[src/rtl/tsu_pkg.sv]
// Shared constants and helpers for the PTP timestamp units (RX and TX).
// Provides Ethertypes, PTP event message types, the timestamp record layout
// and PTP header field offsets.
package tsu_pkg;

  localparam logic [15:0] ETHERTYPE_PTP  = 16'h88F7;
  localparam logic [15:0] ETHERTYPE_VLAN = 16'h8100;

  // PTP event message types; anything above PDELAY_RESP is a general message.
  localparam logic [3:0] SYNC        = 4'd0;
  localparam logic [3:0] DELAY_REQ   = 4'd1;
  localparam logic [3:0] PDELAY_REQ  = 4'd2;
  localparam logic [3:0] PDELAY_RESP = 4'd3;

  // Record: {timestamp[63:0], msg_type[3:0], seq_id[15:0]}, MSB first.
  localparam int unsigned REC_W       = 84;
  localparam int unsigned REC_SEQ_LSB = 0;
  localparam int unsigned REC_MSG_LSB = 16;
  localparam int unsigned REC_TS_LSB  = 20;

  // Ethernet framing, byte offsets from the first byte of the frame.
  localparam int unsigned ETH_TYPE_OFF = 12;
  localparam int unsigned ETH_HDR_LEN  = 14;
  localparam int unsigned VLAN_TAG_LEN = 4;

  // PTP common header field offsets, relative to the header base.
  localparam int unsigned PTP_MSGTYPE_OFF = 0;
  localparam int unsigned PTP_SEQID_OFF   = 30;

  typedef logic [REC_W-1:0] ts_rec_t;

  function automatic ts_rec_t pack_rec(logic [63:0] ts, logic [3:0] msg, logic [15:0] seq);
    ts_rec_t r;
    r = '0;
    r[REC_TS_LSB +: 64]  = ts;
    r[REC_MSG_LSB +: 4]  = msg;
    r[REC_SEQ_LSB +: 16] = seq;
    return r;
  endfunction

  function automatic logic is_event_msg(logic [3:0] msg);
    return (msg == SYNC) || (msg == DELAY_REQ) || (msg == PDELAY_REQ) || (msg == PDELAY_RESP);
  endfunction

endpackage

[src/rtl/tsu_axis_rx_if.sv]
// Bus bundle for tsu_axis_rx: the passive RX byte-stream tap (no tready) and
// the timestamp record stream read by the PTP servo, plus the drop counter.
//   slave  : the timestamp unit (consumes s_axis_*, produces ts_*)
//   master : the environment (MAC tap driver and servo)
interface tsu_axis_rx_if;
  import tsu_pkg::*;

  logic [7:0]  s_axis_tdata;
  logic        s_axis_tvalid;
  logic        s_axis_tlast;
  ts_rec_t     ts_tdata;
  logic        ts_tvalid;
  logic        ts_tready;
  logic [15:0] ts_drop_cnt;

  modport slave (
    input  s_axis_tdata, s_axis_tvalid, s_axis_tlast, ts_tready,
    output ts_tdata, ts_tvalid, ts_drop_cnt
  );

  modport master (
    output s_axis_tdata, s_axis_tvalid, s_axis_tlast, ts_tready,
    input  ts_tdata, ts_tvalid, ts_drop_cnt
  );

endinterface

[src/rtl/tsu_ts_fifo.sv]
// Synchronous first-word-fall-through FIFO for timestamp records.
// Ports:
//   clk, reset    : clock, synchronous active-high reset (flushes the FIFO)
//   push, push_data : write request and data
//   pop           : read request; ignored while empty
//   head          : head entry, forced to zero while empty
//   full, empty   : occupancy flags
// A push into a full FIFO is accepted only when a pop happens in the same
// cycle; a pop on an empty FIFO is ignored even if a push arrives with it.
module tsu_ts_fifo #(
  parameter int unsigned WIDTH   = 84,
  parameter int unsigned FIFO_AW = 3
) (
  input  logic             clk,
  input  logic             reset,
  input  logic             push,
  input  logic [WIDTH-1:0] push_data,
  input  logic             pop,
  output logic [WIDTH-1:0] head,
  output logic             full,
  output logic             empty
);

  localparam int unsigned DEPTH = 32'(1) << FIFO_AW;
  localparam logic [FIFO_AW:0] PtrOne = {{FIFO_AW{1'b0}}, 1'b1};

  logic [WIDTH-1:0] mem_q [DEPTH];
  logic [FIFO_AW:0] wr_ptr_q, rd_ptr_q;
  logic             pop_ok, push_ok;

  // Extra pointer MSB distinguishes full from empty.
  assign empty   = (wr_ptr_q == rd_ptr_q);
  assign full    = (wr_ptr_q[FIFO_AW-1:0] == rd_ptr_q[FIFO_AW-1:0]) &&
                   (wr_ptr_q[FIFO_AW] != rd_ptr_q[FIFO_AW]);
  assign pop_ok  = pop && !empty;
  assign push_ok = push && (!full || pop_ok);

  always_ff @(posedge clk) begin
    if (reset) begin
      wr_ptr_q <= '0;
      rd_ptr_q <= '0;
    end else begin
      if (push_ok) wr_ptr_q <= wr_ptr_q + PtrOne;
      if (pop_ok)  rd_ptr_q <= rd_ptr_q + PtrOne;
    end
  end

  // When full with a simultaneous pop, the write lands in the slot being
  // vacated; the head is read before the edge, so ordering is preserved.
  always_ff @(posedge clk) begin
    if (push_ok) mem_q[wr_ptr_q[FIFO_AW-1:0]] <= push_data;
  end

  assign head = empty ? '0 : mem_q[rd_ptr_q[FIFO_AW-1:0]];

endmodule

[src/rtl/tsu_axis_rx.sv]
// Receive-side PTP timestamp unit.
// Passively taps the 8-bit RX MAC stream, latches RTC time (minus ingress
// latency) at the first beat of every frame, parses L2 PTP (optionally behind
// one 802.1Q tag) and queues {timestamp, msg_type, seq_id} for event messages.
// Ports:
//   rtc_clk      : sole clock
//   reset        : synchronous, active-high
//   rtc_timer_in : RTC time in ns
//   bus          : s_axis_* tap in, ts_* record stream out, ts_drop_cnt
module tsu_axis_rx import tsu_pkg::*; #(
  parameter int unsigned FIFO_AW       = 3,
  parameter logic [63:0] RX_LATENCY_NS = 64'd0
) (
  input  logic          rtc_clk,
  input  logic          reset,
  input  logic [63:0]   rtc_timer_in,
  tsu_axis_rx_if.slave  bus
);

  localparam logic [2:0] StResync = 3'd0;
  localparam logic [2:0] StIdle   = 3'd1;
  localparam logic [2:0] StHdr    = 3'd2;
  localparam logic [2:0] StPtp    = 3'd3;
  localparam logic [2:0] StTail   = 3'd4;
  localparam logic [2:0] StDrop   = 3'd5;

  localparam logic [10:0] IdxMax        = 11'h7FF;
  localparam logic [10:0] EtypeIdxUntag = 11'(ETH_TYPE_OFF);
  localparam logic [10:0] EtypeIdxTag   = 11'(ETH_TYPE_OFF + VLAN_TAG_LEN);
  localparam logic [10:0] PtpBaseUntag  = 11'(ETH_HDR_LEN);
  localparam logic [10:0] PtpBaseTag    = 11'(ETH_HDR_LEN + VLAN_TAG_LEN);

  logic [2:0]  state_q, state_d;
  logic [10:0] idx_q, idx_d;
  logic        vlan_q, vlan_d;
  logic [7:0]  etype_hi_q, etype_hi_d;
  logic [7:0]  seq_hi_q, seq_hi_d;
  logic [3:0]  msg_type_q, msg_type_d;
  logic [15:0] seq_id_q, seq_id_d;
  logic [63:0] ts_cap_q, ts_cap_d;
  logic [15:0] drop_cnt_q;

  logic        beat, last_beat;
  logic [10:0] etype_idx, ptp_base;
  logic [15:0] etype;
  logic        push;
  logic        fifo_full, fifo_empty, fifo_drop;
  ts_rec_t     fifo_head;

  assign beat      = bus.s_axis_tvalid;
  assign last_beat = bus.s_axis_tvalid && bus.s_axis_tlast;
  assign etype_idx = vlan_q ? EtypeIdxTag : EtypeIdxUntag;
  assign ptp_base  = vlan_q ? PtpBaseTag : PtpBaseUntag;
  assign etype     = {etype_hi_q, bus.s_axis_tdata};

  always_comb begin
    state_d    = state_q;
    idx_d      = idx_q;
    vlan_d     = vlan_q;
    etype_hi_d = etype_hi_q;
    seq_hi_d   = seq_hi_q;
    msg_type_d = msg_type_q;
    seq_id_d   = seq_id_q;
    ts_cap_d   = ts_cap_q;
    push       = 1'b0;

    if (beat && (idx_q != IdxMax)) idx_d = idx_q + 11'd1;

    unique case (state_q)
      // Wait for a gap (or a frame end) so a frame cut by reset is never parsed.
      StResync: begin
        if (!beat || last_beat) state_d = StIdle;
      end
      StIdle: begin
        if (beat) begin
          ts_cap_d = rtc_timer_in - RX_LATENCY_NS;
          idx_d    = 11'd1;
          vlan_d   = 1'b0;
          if (!last_beat) state_d = StHdr;
        end
      end
      StHdr: begin
        if (beat) begin
          if (idx_q == etype_idx) begin
            etype_hi_d = bus.s_axis_tdata;
          end else if (idx_q == etype_idx + 11'd1) begin
            // Only one tag is accepted; a second 0x8100 falls to DROP.
            if ((etype == ETHERTYPE_VLAN) && !vlan_q) vlan_d = 1'b1;
            else if (etype == ETHERTYPE_PTP)         state_d = StPtp;
            else                                     state_d = StDrop;
          end
          if (last_beat) state_d = StIdle;
        end
      end
      StPtp: begin
        if (beat) begin
          if (idx_q == ptp_base + 11'(PTP_MSGTYPE_OFF)) begin
            msg_type_d = bus.s_axis_tdata[3:0];
            if (!is_event_msg(bus.s_axis_tdata[3:0])) state_d = StDrop;
          end else if (idx_q == ptp_base + 11'(PTP_SEQID_OFF)) begin
            seq_hi_d = bus.s_axis_tdata;
          end else if (idx_q == ptp_base + 11'(PTP_SEQID_OFF + 1)) begin
            seq_id_d = {seq_hi_q, bus.s_axis_tdata};
            state_d  = StTail;
          end
          // Runt: frame ended before the sequenceId was complete.
          if (last_beat) state_d = StIdle;
        end
      end
      StTail: begin
        if (last_beat) begin
          push    = 1'b1;
          state_d = StIdle;
        end
      end
      StDrop: begin
        if (last_beat) state_d = StIdle;
      end
      default: state_d = StResync;
    endcase
  end

  always_ff @(posedge rtc_clk) begin
    if (reset) begin
      state_q    <= StResync;
      idx_q      <= '0;
      vlan_q     <= 1'b0;
      etype_hi_q <= '0;
      seq_hi_q   <= '0;
      msg_type_q <= '0;
      seq_id_q   <= '0;
      ts_cap_q   <= '0;
    end else begin
      state_q    <= state_d;
      idx_q      <= idx_d;
      vlan_q     <= vlan_d;
      etype_hi_q <= etype_hi_d;
      seq_hi_q   <= seq_hi_d;
      msg_type_q <= msg_type_d;
      seq_id_q   <= seq_id_d;
      ts_cap_q   <= ts_cap_d;
    end
  end

  tsu_ts_fifo #(
    .WIDTH   (REC_W),
    .FIFO_AW (FIFO_AW)
  ) u_fifo (
    .clk       (rtc_clk),
    .reset     (reset),
    .push      (push),
    .push_data (pack_rec(ts_cap_q, msg_type_q, seq_id_q)),
    .pop       (bus.ts_tready),
    .head      (fifo_head),
    .full      (fifo_full),
    .empty     (fifo_empty)
  );

  // Mirrors the FIFO acceptance rule: full and no effective pop loses the record.
  assign fifo_drop = push && fifo_full && !(bus.ts_tready && !fifo_empty);

  always_ff @(posedge rtc_clk) begin
    if (reset) begin
      drop_cnt_q <= '0;
    end else if (fifo_drop && (drop_cnt_q != 16'hFFFF)) begin
      drop_cnt_q <= drop_cnt_q + 16'd1;
    end
  end

  assign bus.ts_tvalid   = !fifo_empty;
  assign bus.ts_tdata    = fifo_head;
  assign bus.ts_drop_cnt = drop_cnt_q;

endmodule
[src/flat_wrapper.sv]
// flat-port wrapper written by rule: the top's interface ports become plain ports
module tsu_axis_rx_flat import tsu_pkg::*;
#(
  parameter int unsigned FIFO_AW       = 3,
  parameter logic [63:0] RX_LATENCY_NS = 64'd0
)
  (rtc_clk, reset, rtc_timer_in, bus_s_axis_tdata, bus_s_axis_tvalid, bus_s_axis_tlast, bus_ts_tready, bus_ts_tdata, bus_ts_tvalid, bus_ts_drop_cnt);
  tsu_axis_rx_if bus_i ();
  input  logic rtc_clk;
  input  logic reset;
  input  logic [63:0] rtc_timer_in;
  input wire logic [$bits(bus_i.s_axis_tdata)-1:0] bus_s_axis_tdata;
  input wire logic [$bits(bus_i.s_axis_tvalid)-1:0] bus_s_axis_tvalid;
  input wire logic [$bits(bus_i.s_axis_tlast)-1:0] bus_s_axis_tlast;
  input wire logic [$bits(bus_i.ts_tready)-1:0] bus_ts_tready;
  output wire logic [$bits(bus_i.ts_tdata)-1:0] bus_ts_tdata;
  output wire logic [$bits(bus_i.ts_tvalid)-1:0] bus_ts_tvalid;
  output wire logic [$bits(bus_i.ts_drop_cnt)-1:0] bus_ts_drop_cnt;
  assign bus_i.s_axis_tdata = bus_s_axis_tdata;
  assign bus_i.s_axis_tvalid = bus_s_axis_tvalid;
  assign bus_i.s_axis_tlast = bus_s_axis_tlast;
  assign bus_i.ts_tready = bus_ts_tready;
  assign bus_ts_tdata = bus_i.ts_tdata;
  assign bus_ts_tvalid = bus_i.ts_tvalid;
  assign bus_ts_drop_cnt = bus_i.ts_drop_cnt;
  tsu_axis_rx #(.FIFO_AW(FIFO_AW), .RX_LATENCY_NS(RX_LATENCY_NS)) u_core (.rtc_clk(rtc_clk), .reset(reset), .rtc_timer_in(rtc_timer_in), .bus(bus_i));
endmodule
[config.mk]
export PLATFORM = sky130hd
export DESIGN_NAME = tsu_axis_rx_flat
export DESIGN_NICKNAME = d
export VERILOG_FILES = /design/src/rtl/tsu_pkg.sv /design/src/rtl/tsu_axis_rx_if.sv /design/src/rtl/tsu_ts_fifo.sv /design/src/rtl/tsu_axis_rx.sv /design/src/flat_wrapper.sv
export SDC_FILE = /design/constraint.sdc
export NUM_CORES = 1
export LEC_CHECK = 0
export ABC_CLOCK_PERIOD_IN_PS = 9300
export BUFFER_PORTS_ARGS = -buffer_cell sky130_fd_sc_hd__buf_2
export CORE_MARGIN = 4
export CORE_UTILIZATION = 40
export DETAILED_ROUTE_END_ITERATION = 6
export HOLD_SLACK_MARGIN = 0.1
export PLACE_DENSITY = 0.63
export REMOVE_ABC_BUFFERS = 1
export SYNTH_ARGS = -nofsm -noshare
export SYNTH_HDL_FRONTEND = slang
export SYNTH_SLANG_ARGS = --single-unit
[constraint.sdc]
create_clock -name rtc_clk -period 9.3 [get_ports rtc_clk]
set_clock_uncertainty 0.2 [all_clocks]
set_input_delay 0 -clock rtc_clk [delete_from_list [all_inputs] [get_ports rtc_clk]]
set_output_delay 0 -clock rtc_clk [all_outputs]
set_load 0.005 [all_outputs]
==> out/metrics.cfg, run 1 <==
[sta]
setup_viol = 0
tightest_slew_ns = 1.02
timing.final.ws_setup_ns = 5.51
rsz0062_at_grt = no
period_share_pct = 40.8
relSlewSlack_pct = 31.7
whs_ns = 0.189
fmax_mhz = 264
layout_min_cycle_time_ns = 3.79
finalMaxSlewViolations = 0
hold_violations = 0

[placement]
routabilityCongestion = 0.759
pre_cts_ws_ns = 5.41
portBuffers = 177
hpwl_microns = 38900

[global_routing]
grt-ovfl-total = 0
antenna_found_initial = 0
first_global_vias = 18492
grt_max_degree = 116
grt_pass1_wl_microns = 111000
gr-usage-all-layers_pct = 17.5

[clock_network]
clockBufferDepth = 3
cts_tree = yes
cts_resized = 0
clock_latency_ns = 0.64
cts_made_buffers = 86
clkTransAtPathRegs_ns = 0.06
cts-htree-levels = 3
cts.sinks = 814
root_buffer = clkbuf_16

[synth]
syn_avg_cell_area_sq_um = 17.3
yosys.area.top_type = edfxtp_1
async_flop_share_pct = 0
yosysWarningCount = 0
yosysTopAreaCellShare_pct = 64.5
synth_area_leaders = edfxtp_1 (64%), mux4_2 (12%), dfxtp_1 (9.1%)
synth-main-ff-cell = edfxtp_1
synth_edf_count = 672
synthCells = 1810
synth_cell_types = 56
netlist_area_sq_mm = 0.0313
ys_ff_latch = 814
yosysSeqAreaShare_pct = 73.5

[power]
p_per_area_mw_per_mm2 = 209
vdd_drop_max_uv = 156
power.leakage_uw = 0.0125

[routing]
viasPerCell = 5.30
firstDrtPassIters = 7
wl_microns = 72900
ant_nets = 0
wl_per_cell_microns = 22.1
first_iter_violations = 1379
drc = 0
num_vias = 17475

[critical_path]
critPathKind = reg -> reg
path_max_fanout = 42
arrival_ns = 3.85
cp-end-kind = register
crit_path_start_kind = register
required_ns = 9.35

[hold_path]
hp-class = in -> reg

[cells_and_area]
fillers = 6395
drive_above_1_share_pct = 23.6
fin_nets = 2271
n_antenna_cell = 0
area_delta_synth_final_pct = 21.8

[floorplan]
die_h_microns = 288
rows = 102
dieArea_sq_mm = 0.0828
start_util_pct = 40.4
coreArea_sq_mm = 0.0775
boundaryPins = 178
dieWidth_microns = 288

[flow_run]
maxCapViolCount = 0

[run_status]
outcome = complete, no violations

==> through the flow <==
| stage | instances | utilization (%) | total power, uW | setup TNS (ns) | area [sq um] |
|---|---|---|---|---|---|
| 2_1_floorplan | 1706 | - | 4380 | -50.72 | 30900 |
| 6_report | 3300 | 49.2 | 7990 | 0 | 38100 |
| 3_5_place_dp | 2947 | 43.0 | 4560 | 0 | 33300 |
| 5_1_grt | 3300 | 49.2 | 8270 | 0 | 38100 |
| 3_3_place_gp | 2947 | 43.0 | 4550 | 0 | 33300 |
| 4_1_cts | 3300 | 49.2 | 8070 | 0 | 38100 |
==> synthesized netlist by cell type (all sizes together), types with 3 or more instances <==
master / number
edfxtp: 672
nand2: 195
mux4: 168
dfxtp: 142
nor2: 129
a21oi: 118
mux2i: 96
clkbuf: 61
buf: 43
o21ai: 30
nand3: 13
or3: 13
nor3: 12
o31ai: 10
nand2b: 9
inv: 8
nand4: 8
ha: 7
or4: 7
and3: 6
nor4: 5
xnor2: 5
a211oi: 4
and4: 4
or2: 4
a311oi: 3
a31oi: 3
mux2: 3
nor2b: 3
xor2: 3
==> registers in the layout, indices dropped and copies added (netlist names), named ones only <==
signal,count
u_core.etype_hi_q,8
u_core.u_fifo.rd_ptr_q,4
u_core.seq_id_q,16
u_core.u_fifo.wr_ptr_q,4
u_core.u_fifo.mem_q,672
u_core.state_q,3
u_core.msg_type_q,4
u_core.ts_cap_q,64
u_core.bus.ts_drop_cnt,16
u_core.seq_hi_q,8
u_core.idx_q,2
u_core.vlan_q,1
==> cell usage in the layout, fill, tap and decap left out, types with 22 or more instances in the layout <==
cell type	synthesis	routed
nor2_1	128	124
o21ai_0	28	28
buf_2	19	176
dlygate4sd3_1	0	192
mux2i_1	96	96
mux4_2	168	168
edfxtp_1	672	672
buf_4	6	22
nand2_1	195	194
a21oi_1	118	118
dfxtp_1	142	139
clkbuf_16	0	88
==> timing repair <==
action,in CTS,in global routing
hold endpoints to repair,142,0
buffers inserted,0,0
hold buffers,192,0
endpoints found under the setup margin,0,0
==> logic make-up after synthesis <==
family	share of synthesized area [%]
AND/OR/NAND/NOR	5.86
adder cells (fa/ha/maj)	0.280
multiplexers	15.3
AO/OA/AOI/OAI	3.29
flip-flops	73.5
XOR/XNOR	0.224
buffers and inverters	1.54
==> final cells by class <==
class / count / area (sq um) / area share [%]
well taps: 1040 / 1300 / 3.41
inverters: 8 / 30.0 / 0.0788
clock buffers: 114 / 2400 / 6.29
multi-input cells: 884 / 7870 / 20.6
flip-flops and latches: 814 / 23000 / 60.4
repair buffers: 393 / 3020 / 7.92
clock inverters: 47 / 475 / 1.25
==> report_power, final <==
group / leakage (uW) / internal, uW / switching [uW]
sequential: 0.00742 / 4030 / 96.2
clock: 0.00140 / 2000 / 1420
combinational: 0.00363 / 191 / 243
==> critical path, cell delays in order (launching register included) <==
cell and delay (ns):
dfxtp_1 0.42, nand2b_1 0.22, nor3_2 0.32, o21ai_1 0.33, nor3_2 0.46, buf_4 0.67
buf_4 0.75
==> final timing paths <==
path	start	endpoint	slack, ns	cells after the start
worst max-delay path	u_core.state_q[1]$_SDFFE_PP0P_	u_core.u_fifo.mem_q[3][73]$_DFFE_PP_	5.51	6
worst min-delay path	bus_s_axis_tlast	u_core.state_q[2]$_SDFFE_PP0P_	0.19	5
worst max register to register	u_core.state_q[1]$_SDFFE_PP0P_	u_core.u_fifo.mem_q[3][73]$_DFFE_PP_	5.51	6
worst min register to register	u_core.seq_hi_q[1]$_SDFFE_PP0P_	u_core.seq_id_q[9]$_SDFFE_PP0P_	0.26	2
==> metal layers <==
layer | vias to the layer above | global-route usage (%) | share of wire, %
met1 | 9018 | 24.0 | 43
met4 | 0 | 5.09 | 2.3
met2 | 514 | 29.0 | 49
li1 | 7834 | - | -
met5 | - | 0 | 0
met3 | 109 | 3.07 | 5.6
Power figures use the tool's default switching activity.
==> run 2: changes to the inputs <==
- ABC_CLOCK_PERIOD_IN_PS: 9300 -> 3300
- clock period: 9.3 -> 3.3 ns (I/O delays scaled with it)
==> run 2 against run 1 <==
Net effect: total power increased to 2.8 times the previous value; largest cell class unchanged; cell count increased by 3.2%; design area increased by 3.0%; first-iteration DRC count decreased by 6.6%; critical endpoint is now u_core.ts_cap_q[34]$_SDFFE_PP0P_; worst setup slack got worse by 5.3 ns; clock power increased to 2.7 times the previous value; fmax increased by 22%; global-route usage decreased by 0.67 points; die area unchanged.
==> out/metrics.cfg, run 2 (synthesized netlist as in run 1, its figures left out) <==
[global_routing]
gr-usage-all-layers_pct = 16.9
grt_max_degree = 117
grt_pass1_wl_microns = 108000
grt-ovfl-total = 0
first_global_vias = 18206
antenna_found_initial = 3

[hold_path]
hp-class = in -> reg

[critical_path]
cp-end-kind = register
crit_path_start_kind = register
r2r_slack_ns = 0.19
critPathKind = reg -> reg
required_ns = 3.67
arrival_ns = 3.48
path_max_fanout = 16

[clock_network]
clkTransAtPathRegs_ns = 0.06
cts-htree-levels = 3
cts_tree = yes
cts.sinks = 814
clockBufferDepth = 3
root_buffer = clkbuf_16
cts_made_buffers = 86
clock_latency_ns = 0.63

[power]
p_per_area_mw_per_mm2 = 574
power.leakage_uw = 0.0129
vdd_drop_max_uv = 392
power_uw = 22500

[routing]
ant_nets = 0
wl_per_cell_microns = 20.8
wl_microns = 70900
first_iter_violations = 1288
drc = 0
firstDrtPassIters = 5
num_vias = 17681
viasPerCell = 5.19

[flow_run]
maxCapViolCount = 0

[sta]
finalMaxSlewViolations = 0
rsz0062_at_grt = no
whs_ns = 0.209
period_share_pct = 94.2
hold_violations = 0
tightest_slew_ns = 0.976
fmax_mhz = 322
layout_min_cycle_time_ns = 3.11
setup_viol = 0
relSlewSlack_pct = 35.0

[cells_and_area]
multiInputGateArea_sq_mm = 0.00787
largest_reg_flops = 672
area_delta_synth_final_pct = 25.5
final_common_cell = edfxtp_1
drive_above_1_share_pct = 22.7
fin_nets = 2374
fillers = 6314
regArea_sq_mm = 0.0230
design_area_sq_mm = 0.0393
final_cell_mix = edfxtp_1 (672), dlygate4sd3_1 (276), nand2_1 (194), buf_2 (176), mux4_2 (168)

[placement]
routabilityCongestion = 0.781
hpwl_microns = 38700
portBuffers = 177
postPlaceCellArea_sq_mm = 0.0336

[floorplan]
coreArea_sq_mm = 0.0775
die_h_microns = 288
boundaryPins = 178
dieWidth_microns = 288
rows = 102
dieArea_sq_mm = 0.0828
start_util_pct = 40.4

[run_status]
outcome = complete, no violations

[run 2: final timing paths]
kind                                                       from                               end  depth (start not counted)
worst max register to register   u_core.state_q[1]$_SDFFE_PP0P_  u_core.ts_cap_q[34]$_SDFFE_PP0P_                          8
worst min-delay path                           bus_s_axis_tlast    u_core.state_q[2]$_SDFFE_PP0P_                          5
worst max-delay path             u_core.state_q[1]$_SDFFE_PP0P_  u_core.ts_cap_q[34]$_SDFFE_PP0P_                          8
worst min register to register  u_core.seq_hi_q[4]$_SDFFE_PP0P_  u_core.seq_id_q[12]$_SDFFE_PP0P_                          2
[run 2: worst max-delay path: stages (launching register included)]
cell	delay [ns]
dfxtp_1	0.43
or3b_4	0.49
nor2_4	0.14
buf_12	0.14
buf_6	0.26
nand2_1	0.11
dlygate4sd3_1	0.58
a21oi_1	0.12
dlygate4sd3_1	0.56
[run 2: layout make-up]
| cell class | count | area share, % |
|---|---|---|
| sequential | 814 | 58.6 |
| clock buffer | 127 | 6.18 |
| antenna | 4 | 0.0255 |
| tap | 1040 | 3.31 |
| multi-input combinational | 884 | 20.0 |
| timing repair buffer | 496 | 10.8 |
| clock inverter | 33 | 0.940 |
| inverter | 8 | 0.0765 |
[run 2: repair_timing]
item	4_1_cts	5_1_grt
gates resized for setup	0	7
buffers inserted	0	1
hold endpoints to repair	144	0
setup endpoints to repair	0	47
hold buffers	276	0
[run 2: layer usage]
metal  global-route usage (%)  part of all wire, %
met1                     23.1                   44
met2                     27.9                   49
met4                     4.06                  1.9
met3                     3.39                  5.3
met5                        0                0.018
[run 2: metrics by stage]
step	instances	setup TNS [ns]	util, %	setup slack, ns
2_1_floorplan	1706	-2904.77	-	-6.60
3_3_place_gp	2963	0	43.4	0.633
3_5_place_dp	2963	0	43.4	0.484
4_1_cts	3399	0	50.6	0.116
5_1_grt	3404	0	50.7	0.0605
6_report	3406	0	50.7	0.192
[run 2: report_power, final]
part           internal, uW  total [uW]  switching (uW)  leakage (uW)
Clock                  5460        9380            3920       0.00136
Combinational           758        1480             727       0.00415
Sequential            11400       11700             290       0.00742
Total                 17600       22500            4930        0.0129
